File: src/rtl/fsic_sram_pkg.sv
// Shared sizing for the SRAM-backed stream FIFO: SRAM1RW64x128 geometry plus
// the depth of the flop output buffer that hides the macro read latency.
package fsic_sram_pkg;
  localparam int DW       = 128;
  localparam int AW       = 6;
  localparam int DEPTH    = 64;
  localparam int OB_DEPTH = 2;
endpackage

File: src/rtl/sram_fifo_obuf.sv
// Two-entry register FIFO that receives SRAM read data and presents the head
// word to the read stream; e0 is always the head.
module sram_fifo_obuf
  import fsic_sram_pkg::*;
#(
  parameter int DW = fsic_sram_pkg::DW
) (
  input  logic          clk,
  input  logic          rst,
  input  logic          push,
  input  logic [DW-1:0] push_data,
  input  logic          pop,
  output logic [DW-1:0] head,
  output logic [1:0]    cnt
);

  localparam logic [1:0] OB_FULL = 2'(OB_DEPTH);

  logic [1:0]    cnt_q, cnt_d;
  logic [DW-1:0] e0_q, e0_d, e1_q, e1_d;

  always_comb begin
    cnt_d = cnt_q;
    e0_d  = e0_q;
    e1_d  = e1_q;
    case ({push, pop})
      2'b10: begin
        if (cnt_q == 2'd0) e0_d = push_data;
        else               e1_d = push_data;
        cnt_d = cnt_q + 2'd1;
      end
      2'b01: begin
        e0_d  = e1_q;
        cnt_d = cnt_q - 2'd1;
      end
      2'b11: begin
        // Simultaneous push/pop keeps the count; the new word goes behind the survivor.
        if (cnt_q == OB_FULL) begin
          e0_d = e1_q;
          e1_d = push_data;
        end else begin
          e0_d = push_data;
        end
      end
      default: ;
    endcase
  end

  always_ff @(posedge clk) begin
    if (rst) cnt_q <= 2'd0;
    else     cnt_q <= cnt_d;
  end

  always_ff @(posedge clk) begin
    e0_q <= e0_d;
    e1_q <= e1_d;
  end

  assign head = e0_q;
  assign cnt  = cnt_q;

endmodule

File: src/rtl/sram_fifo_ctrl.sv
// Stream FIFO using an external single-port SRAM for bulk storage plus a
// two-word flop output buffer; reads and writes share the one SRAM port.
module sram_fifo_ctrl
  import fsic_sram_pkg::*;
#(
  parameter int DW = fsic_sram_pkg::DW,
  parameter int AW = fsic_sram_pkg::AW
) (
  input  logic          axis_clk,
  input  logic          axis_rst,
  input  logic          s_tvalid,
  output logic          s_tready,
  input  logic [DW-1:0] s_tdata,
  output logic          m_tvalid,
  input  logic          m_tready,
  output logic [DW-1:0] m_tdata,
  output logic [AW-1:0] sram_a,
  output logic          sram_csb,
  output logic          sram_web,
  output logic          sram_oeb,
  output logic [DW-1:0] sram_i,
  input  logic [DW-1:0] sram_o,
  output logic [AW:0]   fifo_level
);

  localparam logic [AW:0] FULL_CNT = {1'b1, {AW{1'b0}}};

  logic [AW-1:0] wr_ptr_q, wr_ptr_d;
  logic [AW-1:0] rd_ptr_q, rd_ptr_d;
  logic [AW:0]   sram_cnt_q, sram_cnt_d;
  logic          rd_pend_q, rd_pend_d;
  logic          prio_rd_q, prio_rd_d;
  logic [AW:0]   fifo_level_q, fifo_level_d;

  logic [1:0] ob_cnt, ob_cnt_nxt;
  logic       full, rd_elig, wr_issue, rd_issue, pop;

  always_comb begin
    full    = (sram_cnt_q == FULL_CNT);
    // A read is only launched if the OB is guaranteed a free slot when its data lands.
    rd_elig = (sram_cnt_q != '0) && ((ob_cnt + {1'b0, rd_pend_q}) < 2'd2);
    s_tready = !axis_rst && !full && !(rd_elig && prio_rd_q);
    wr_issue = s_tvalid && s_tready;
    rd_issue = !axis_rst && rd_elig && !wr_issue;
    pop      = m_tvalid && m_tready;

    wr_ptr_d   = wr_ptr_q;
    rd_ptr_d   = rd_ptr_q;
    sram_cnt_d = sram_cnt_q;
    prio_rd_d  = prio_rd_q;
    rd_pend_d  = rd_issue;
    if (wr_issue) begin
      wr_ptr_d   = wr_ptr_q + 1'b1;
      sram_cnt_d = sram_cnt_q + 1'b1;
      prio_rd_d  = 1'b1;
    end else if (rd_issue) begin
      rd_ptr_d   = rd_ptr_q + 1'b1;
      sram_cnt_d = sram_cnt_q - 1'b1;
      prio_rd_d  = 1'b0;
    end

    ob_cnt_nxt   = ob_cnt + {1'b0, rd_pend_q} - {1'b0, pop};
    fifo_level_d = sram_cnt_d + {{AW{1'b0}}, rd_pend_d}
                 + {{(AW-1){1'b0}}, ob_cnt_nxt};

    sram_csb = !(wr_issue || rd_issue);
    sram_web = !wr_issue;
    sram_oeb = 1'b0;
    sram_a   = '0;
    sram_i   = '0;
    if (wr_issue) begin
      sram_a = wr_ptr_q;
      sram_i = s_tdata;
    end else if (rd_issue) begin
      sram_a = rd_ptr_q;
    end
  end

  always_ff @(posedge axis_clk) begin
    if (axis_rst) begin
      wr_ptr_q     <= '0;
      rd_ptr_q     <= '0;
      sram_cnt_q   <= '0;
      rd_pend_q    <= 1'b0;
      prio_rd_q    <= 1'b1;
      fifo_level_q <= '0;
    end else begin
      wr_ptr_q     <= wr_ptr_d;
      rd_ptr_q     <= rd_ptr_d;
      sram_cnt_q   <= sram_cnt_d;
      rd_pend_q    <= rd_pend_d;
      prio_rd_q    <= prio_rd_d;
      fifo_level_q <= fifo_level_d;
    end
  end

  // Macro output is valid the cycle after a read issue; rd_pend marks that cycle.
  sram_fifo_obuf #(.DW(DW)) u_obuf (
    .clk       (axis_clk),
    .rst       (axis_rst),
    .push      (rd_pend_q),
    .push_data (sram_o),
    .pop       (pop),
    .head      (m_tdata),
    .cnt       (ob_cnt)
  );

  assign m_tvalid   = (ob_cnt != 2'd0);
  assign fifo_level = fifo_level_q;

endmodule

File: config.mk
export PLATFORM = sky130hd
export DESIGN_NAME = sram_fifo_ctrl
export DESIGN_NICKNAME = d
export VERILOG_FILES = /design/src/rtl/fsic_sram_pkg.sv /design/src/rtl/sram_fifo_obuf.sv /design/src/rtl/sram_fifo_ctrl.sv
export SDC_FILE = /design/constraint.sdc
export NUM_CORES = 1
export LEC_CHECK = 0
export CORE_AREA = 2 2 208 210
export CTS_CLUSTER_DIAMETER = 40
export CTS_CLUSTER_SIZE = 25
export DETAILED_ROUTE_END_ITERATION = 7
export DIE_AREA = 0 0 210 212
export GPL_ROUTABILITY_DRIVEN = 0
export PLACE_DENSITY = 0.54
export SLEW_MARGIN = 20
export SYNTH_ARGS = -nofsm -noshare
export SYNTH_HDL_FRONTEND = slang
export SYNTH_SLANG_ARGS = --single-unit
File: constraint.sdc
create_clock -name axis_clk -period 17.5 [get_ports axis_clk]
set_input_delay 3.5 -clock axis_clk [delete_from_list [all_inputs] [get_ports axis_clk]]
set_output_delay 3.5 -clock axis_clk [all_outputs]
set_load 0.02 [all_outputs]
==> results.json, run 1 <==
{
  "coreArea_sq_um": 42500,
  "ir_drop_mv": 0.107,
  "synth_area_per_cell_sq_um": 15.1,
  "muxShareOfSynthArea": 0.00325,
  "cts_tree": "built",
  "syn_nets": 1039,
  "synth_compound_area_frac": 0.116,
  "dieArea_sq_um": 44500,
  "tns_ns": 0,
  "dp_slack_ns": 7.49,
  "ys_top_cells_by_area": "edfxtp_1, a22o_1, and2_1",
  "p_per_area_nw_per_um2": 165,
  "grt.total_usage": 0.184,
  "tightest_slew_ns": 0.945,
  "dieWidth_um": 210,
  "ys_types": 47,
  "status": "completed",
  "io_pins": 534,
  "final_antenna_net_count": 0,
  "yosys-top-cells-count": "edfxtp_1, and2_1, a22o_1",
  "skew_ns": 0.0129,
  "via_per_inst": 4.61,
  "initial_utilization": 0.272,
  "cts_hold_buf": 0,
  "cts_max_level": 2,
  "synthFlopType": "edfxtp_1",
  "slew_headroom": 0.370,
  "rsz0062_at_grt": "false",
  "finalPower_uw": 3130,
  "synth_most_common_cell": "edfxtp_1",
  "clockBufferDepth": 3,
  "cp_common_cell": "clkdlybuf4s50_1",
  "antenna_found_initial": 12,
  "clock_sinks": 286,
  "grt_pass1_vias": 8842,
  "ys_seq_elements": 286,
  "cp_cell_sequence": "clkdlybuf4s50_1 > buf_4 > nor2b_1 > and3_4 > buf_16 > and2_1 > clkdlybuf4s50_1",
  "path_buf_inv": 4,
  "route.detailed.drc": 0,
  "setup_viol": 0,
  "post_cts_resized": 0,
  "cpMaxStageDelayCell": "clkdlybuf4s50_1",
  "drtIter0Drc": 487,
  "syn2layout_area_growth_pct": 64.3,
  "synth_edf_count": 256,
  "fin_nets": 1574,
  "insertion_delay_ns": 0.54,
  "dr.pass1.iters": 4,
  "layout_setup_ws_ns": 7.79,
  "synth-xor-area-share": 0.0166,
  "max_cap_viol_count": 0,
  "slowest_delay_ns": 0.65,
  "synth_cells": 767,
  "cp-end-kind": "output port",
  "crit_arrival_ns": 6.21,
  "async_reset_ff_frac": 0,
  "synth_top_family_by_area": "compound AO/OA/AOI/OAI gates",
  "cts_buffers": 44,
  "synth_area_sq_um": 11600,
  "fin_crit_sh": 0.555,
  "dp_hpwl_mm": 31.7,
  "critPathTopFamily": "buffers and inverters",
  "ys.warnings.count": 0,
  "grt_pass1_wl_mm": 59.5,
  "num_vias": 8719,
  "synth-seq-area-share": 0.717,
  "die_h_um": 212,
  "power_leakage_uw": 0.00694,
  "wl_per_cell_um": 22.5,
  "cts_root_buffer": "clkbuf_16",
  "startpoint_type": "primary input",
  "rows": 76,
  "grt_overflow_total": 0,
  "hold_viol_final": 0,
  "worstPathRequired_ns": 14.00,
  "finalMaxSlewViolations": 0,
  "path_clk_slew_ns": 0.05,
  "synth_adder_area_share": 0.0143,
  "drive_above_1_share": 0.0718,
  "grt_max_degree": 150,
  "cts_setup_buffers": 0,
  "finalWirelength_mm": 42.6,
  "crit_type": "in2out",
  "post-route-min-period_ns": 9.71,
  "yosysTopAreaCell": "edfxtp_1",
  "synthSimpleGateAreaFrac": 0.108,
  "fmax_ghz": 0.103,
  "hold_path_class": "reg2reg",
  "netlist.area_leader.share": 0.665,
  "critPathMaxFanout": 106,
  "io_buffers": 532
}
[kinds of logic after synthesis]
family,count (synthesis)
flops,286
simple gates,218
compound gates,160
buf+inv,66
xor+xnor,21
fa+ha+maj,12
mux,3
other cells,1
[routing by layer]
layer  up-vias  share of wire  global-route usage
met5         -        0.00040                   0
met4         4          0.046              0.0880
met3        82          0.077              0.0572
met2       414           0.54               0.346
met1      4233           0.34               0.183
li1       3986              -                   -
[worst min-delay path, stage by stage (launching register included)]
cell and delay, ns:
dfxtp_1 0.32, o21ai_0 0.07, a21oi_1 0.06
[cell usage in the layout, fill, tap and decap left out, types with 5 or more instances in the layout]
master / instances
nor2b_1: 5
a21oi_1: 5
dfxtp_1: 30
buf_4: 9
nand4_1: 8
o21ai_0: 10
clkinv_1: 8
and2_1: 134
nor2_1: 25
a22o_1: 129
diode_2: 7
clkinvlp_4: 5
inv_6: 7
clkdlybuf4s50_1: 532
xor2_1: 12
clkbuf_16: 44
inv_1: 12
nor3_1: 6
nand2_1: 22
edfxtp_1: 256
xnor2_1: 8
bufinv_16: 5
ha_1: 10
[state kept, by name (all words and copies together) (netlist names), 2 cells and up]
name,cells
sram_cnt_q,7
rd_ptr_q,6
u_obuf.cnt,2
fifo_level,7
u_obuf.head,128
u_obuf.e1_q,128
wr_ptr_q,6
[through the flow]
stage                     instances  utilization  instance area, sq um  hold slack, ns
after global routing           1889        0.447                 19000           0.544
after detailed placement       1801        0.411                 17500           0.489
after CTS                      1882        0.446                 18900           0.494
after floorplan                 767            -                 11600           0.458
after global placement         1801        0.411                 17500           0.475
final                          1890        0.447                 19000           0.502
[power breakdown]
part | leakage [uW] | internal [uW] | switching [uW]
registers | 0.00261 | 1020 | 62.0
clock network | 0.000708 | 543 | 329
logic | 0.00361 | 495 | 682
[cell type report]
| class | instances | area (sq um) |
|---|---|---|
| multi-input combinational | 415 | 3050 |
| antenna | 7 | 17.5 |
| clock inverter | 34 | 368 |
| timing repair buffer | 542 | 5420 |
| inverter | 13 | 48.8 |
| fill | 3868 | 23500 |
| tap | 546 | 683 |
| clock buffer | 47 | 1110 |
| sequential | 286 | 8290 |
[path summary, 6_finish.rpt]
kind	start	to	slack [ns]	cells after the start
worst max-delay path	axis_rst	sram_i[79]	7.79	7
worst min-delay path	wr_ptr_q[5]	wr_ptr_q[5]	0.50	2
worst max register to register	u_obuf.cnt[1]	u_obuf.e1_q[123]	13.71	9
worst min register to register	wr_ptr_q[5]	wr_ptr_q[5]	0.50	2
Note: power is estimated with default switching activity, not from simulation.
==> inputs of run 2 (changes only) <==
- CORE_AREA: 2 2 208 210 -> 2 2 206 208
- DIE_AREA: 0 0 210 212 -> 0 0 208 210
- PLACE_DENSITY: 0.54 -> 0.57
- clock period: 17.5 -> 8.82 ns (I/O delays scaled with it)
==> results.json, run 2 (same netlist as run 1, synthesis figures left out) <==
{
  "cp-end-kind": "output port",
  "io_pins": 534,
  "insertion_delay_ns": 0.52,
  "grt_pass1_vias": 8789,
  "critPathMaxFanout": 28,
  "p_sw_uw": 2110,
  "initial_utilization": 0.279,
  "finalWirelength_mm": 41.0,
  "cts_tree": "built",
  "crit_type": "in2out",
  "final_cells": 1874,
  "post-route-min-period_ns": 6.16,
  "rows": 75,
  "tightest_slew_ns": 1.02,
  "io_buffers": 532,
  "clockBufferDepth": 3,
  "critPathTopFamily": "buffers and inverters",
  "via_per_inst": 4.63,
  "cts_setup_buffers": 0,
  "p_per_area_nw_per_um2": 325,
  "grt_pass1_wl_mm": 57.9,
  "skew_ns": 0.0152,
  "final_common_cell": "clkdlybuf4s50_1",
  "placed_cells": 1793,
  "fmax_ghz": 0.162,
  "dr.pass1.iters": 5,
  "p_seq_frac": 0.350,
  "status": "completed",
  "wl_per_cell_um": 21.9,
  "drive_above_1_share": 0.0708,
  "max_cap_viol_count": 0,
  "fin_crit_sh": 0.698,
  "tns_ns": 0,
  "dieArea_sq_um": 43700,
  "dieWidth_um": 208,
  "post_cts_resized": 0,
  "num_vias": 8681,
  "fin_nets": 1569,
  "grt.total_usage": 0.178,
  "crit_arrival_ns": 4.40,
  "finalMaxSlewViolations": 0,
  "dp_slack_ns": 2.44,
  "power_leakage_uw": 0.00691,
  "syn2layout_area_growth_pct": 63.7,
  "setup_viol": 0,
  "ir_drop_mv": 0.171,
  "antenna_found_initial": 9,
  "die_h_um": 210,
  "drtIter0Drc": 539,
  "rsz0062_at_grt": "false",
  "slowest_delay_ns": 0.86,
  "grt_overflow_total": 0,
  "path_buf_inv": 3,
  "intPower_uw": 4040,
  "finalInstanceArea_sq_um": 18900,
  "hold_viol_final": 0,
  "worstPathRequired_ns": 7.06,
  "coreArea_sq_um": 41500,
  "slew_headroom": 0.313,
  "cp_cell_sequence": "clkdlybuf4s50_1 > buf_4 > nor3_1 > nand2_1 > o21ai_0 > clkdlybuf4s50_1",
  "cts_root_buffer": "clkbuf_16",
  "cpMaxStageDelayCell": "nor3_1",
  "cts_hold_buf": 0,
  "clock_sinks": 286,
  "final_antenna_net_count": 0,
  "dp_hpwl_mm": 30.0,
  "hold_path_class": "reg2reg",
  "startpoint_type": "primary input",
  "finish.utilization": 0.456,
  "clockPowerShare": 0.273,
  "cts_max_level": 2,
  "placed_cell_area_sq_um": 17400,
  "layout_setup_ws_ns": 2.66,
  "combPwrFrac": 0.378,
  "final_cell_mix": "clkdlybuf4s50_1, edfxtp_1, and2_1, a22o_1, clkbuf_16",
  "switching_share": 0.343,
  "route.detailed.drc": 0,
  "cp_common_cell": "clkdlybuf4s50_1",
  "cts_buffers": 40,
  "path_clk_slew_ns": 0.06,
  "grt_max_degree": 150
}
[run 2: changes by cell type in the layout (fill, tap and decap cells not counted), sizes merged]
cell      previous run  this run
clkinv              15        11
diode                7         8
clkbuf              47        43
buf                 10         9
clkinvlp             5         4
[run 2: through the flow]
stage          hold WS (ns)  total power, uW
5_1_grt               0.548             6430
6_report              0.534             6140
4_1_cts               0.535             6220
3_3_place_gp          0.510             4510
2_1_floorplan         0.458             3480
3_5_place_dp          0.527             4520
[run 2: metal layers]
layer  global-route usage  part of all wire
met1                0.184              0.35
met2                0.323              0.53
met3               0.0588             0.086
met4               0.0871             0.043
met5                    0           0.00032
[run 2: cell type report]
type | count | area (sq um)
timing repair buffer | 541 | 5410
antenna | 8 | 20.0
sequential | 286 | 8290
multi-input combinational | 415 | 3050
tap | 539 | 674
clock inverter | 29 | 367
inverter | 13 | 48.8
clock buffer | 43 | 1050
fill | 3781 | 22600
[run 2: path summary, 6_finish.rpt]
path | cells past startpoint | startpoint | endpoint | slack [ns]
min reg2reg | 2 | rd_ptr_q[1] | rd_ptr_q[1] | 0.53
max reg2reg | 12 | sram_cnt_q[0] | fifo_level[6] | 5.08
min | 2 | rd_ptr_q[1] | rd_ptr_q[1] | 0.53
max | 6 | axis_rst | sram_a[3] | 2.66
[run 2: tightest hold or removal path: stages, from the launching register on]
cell and delay, ns:
dfxtp_1 0.35, nand2_1 0.07, o21ai_0 0.06
[run 2: power groups by stage]
| stage | clock (uW) | combinational [uW] | sequential (uW) |
|---|---|---|---|
| final | 1680 | 2320 | 2150 |
| after global routing | 1780 | 2470 | 2190 |
| after CTS | 1720 | 2350 | 2160 |
| after detailed placement | 0 | 2340 | 2180 |
| after global placement | 0 | 2340 | 2170 |
| after floorplan | 0 | 915 | 2570 |
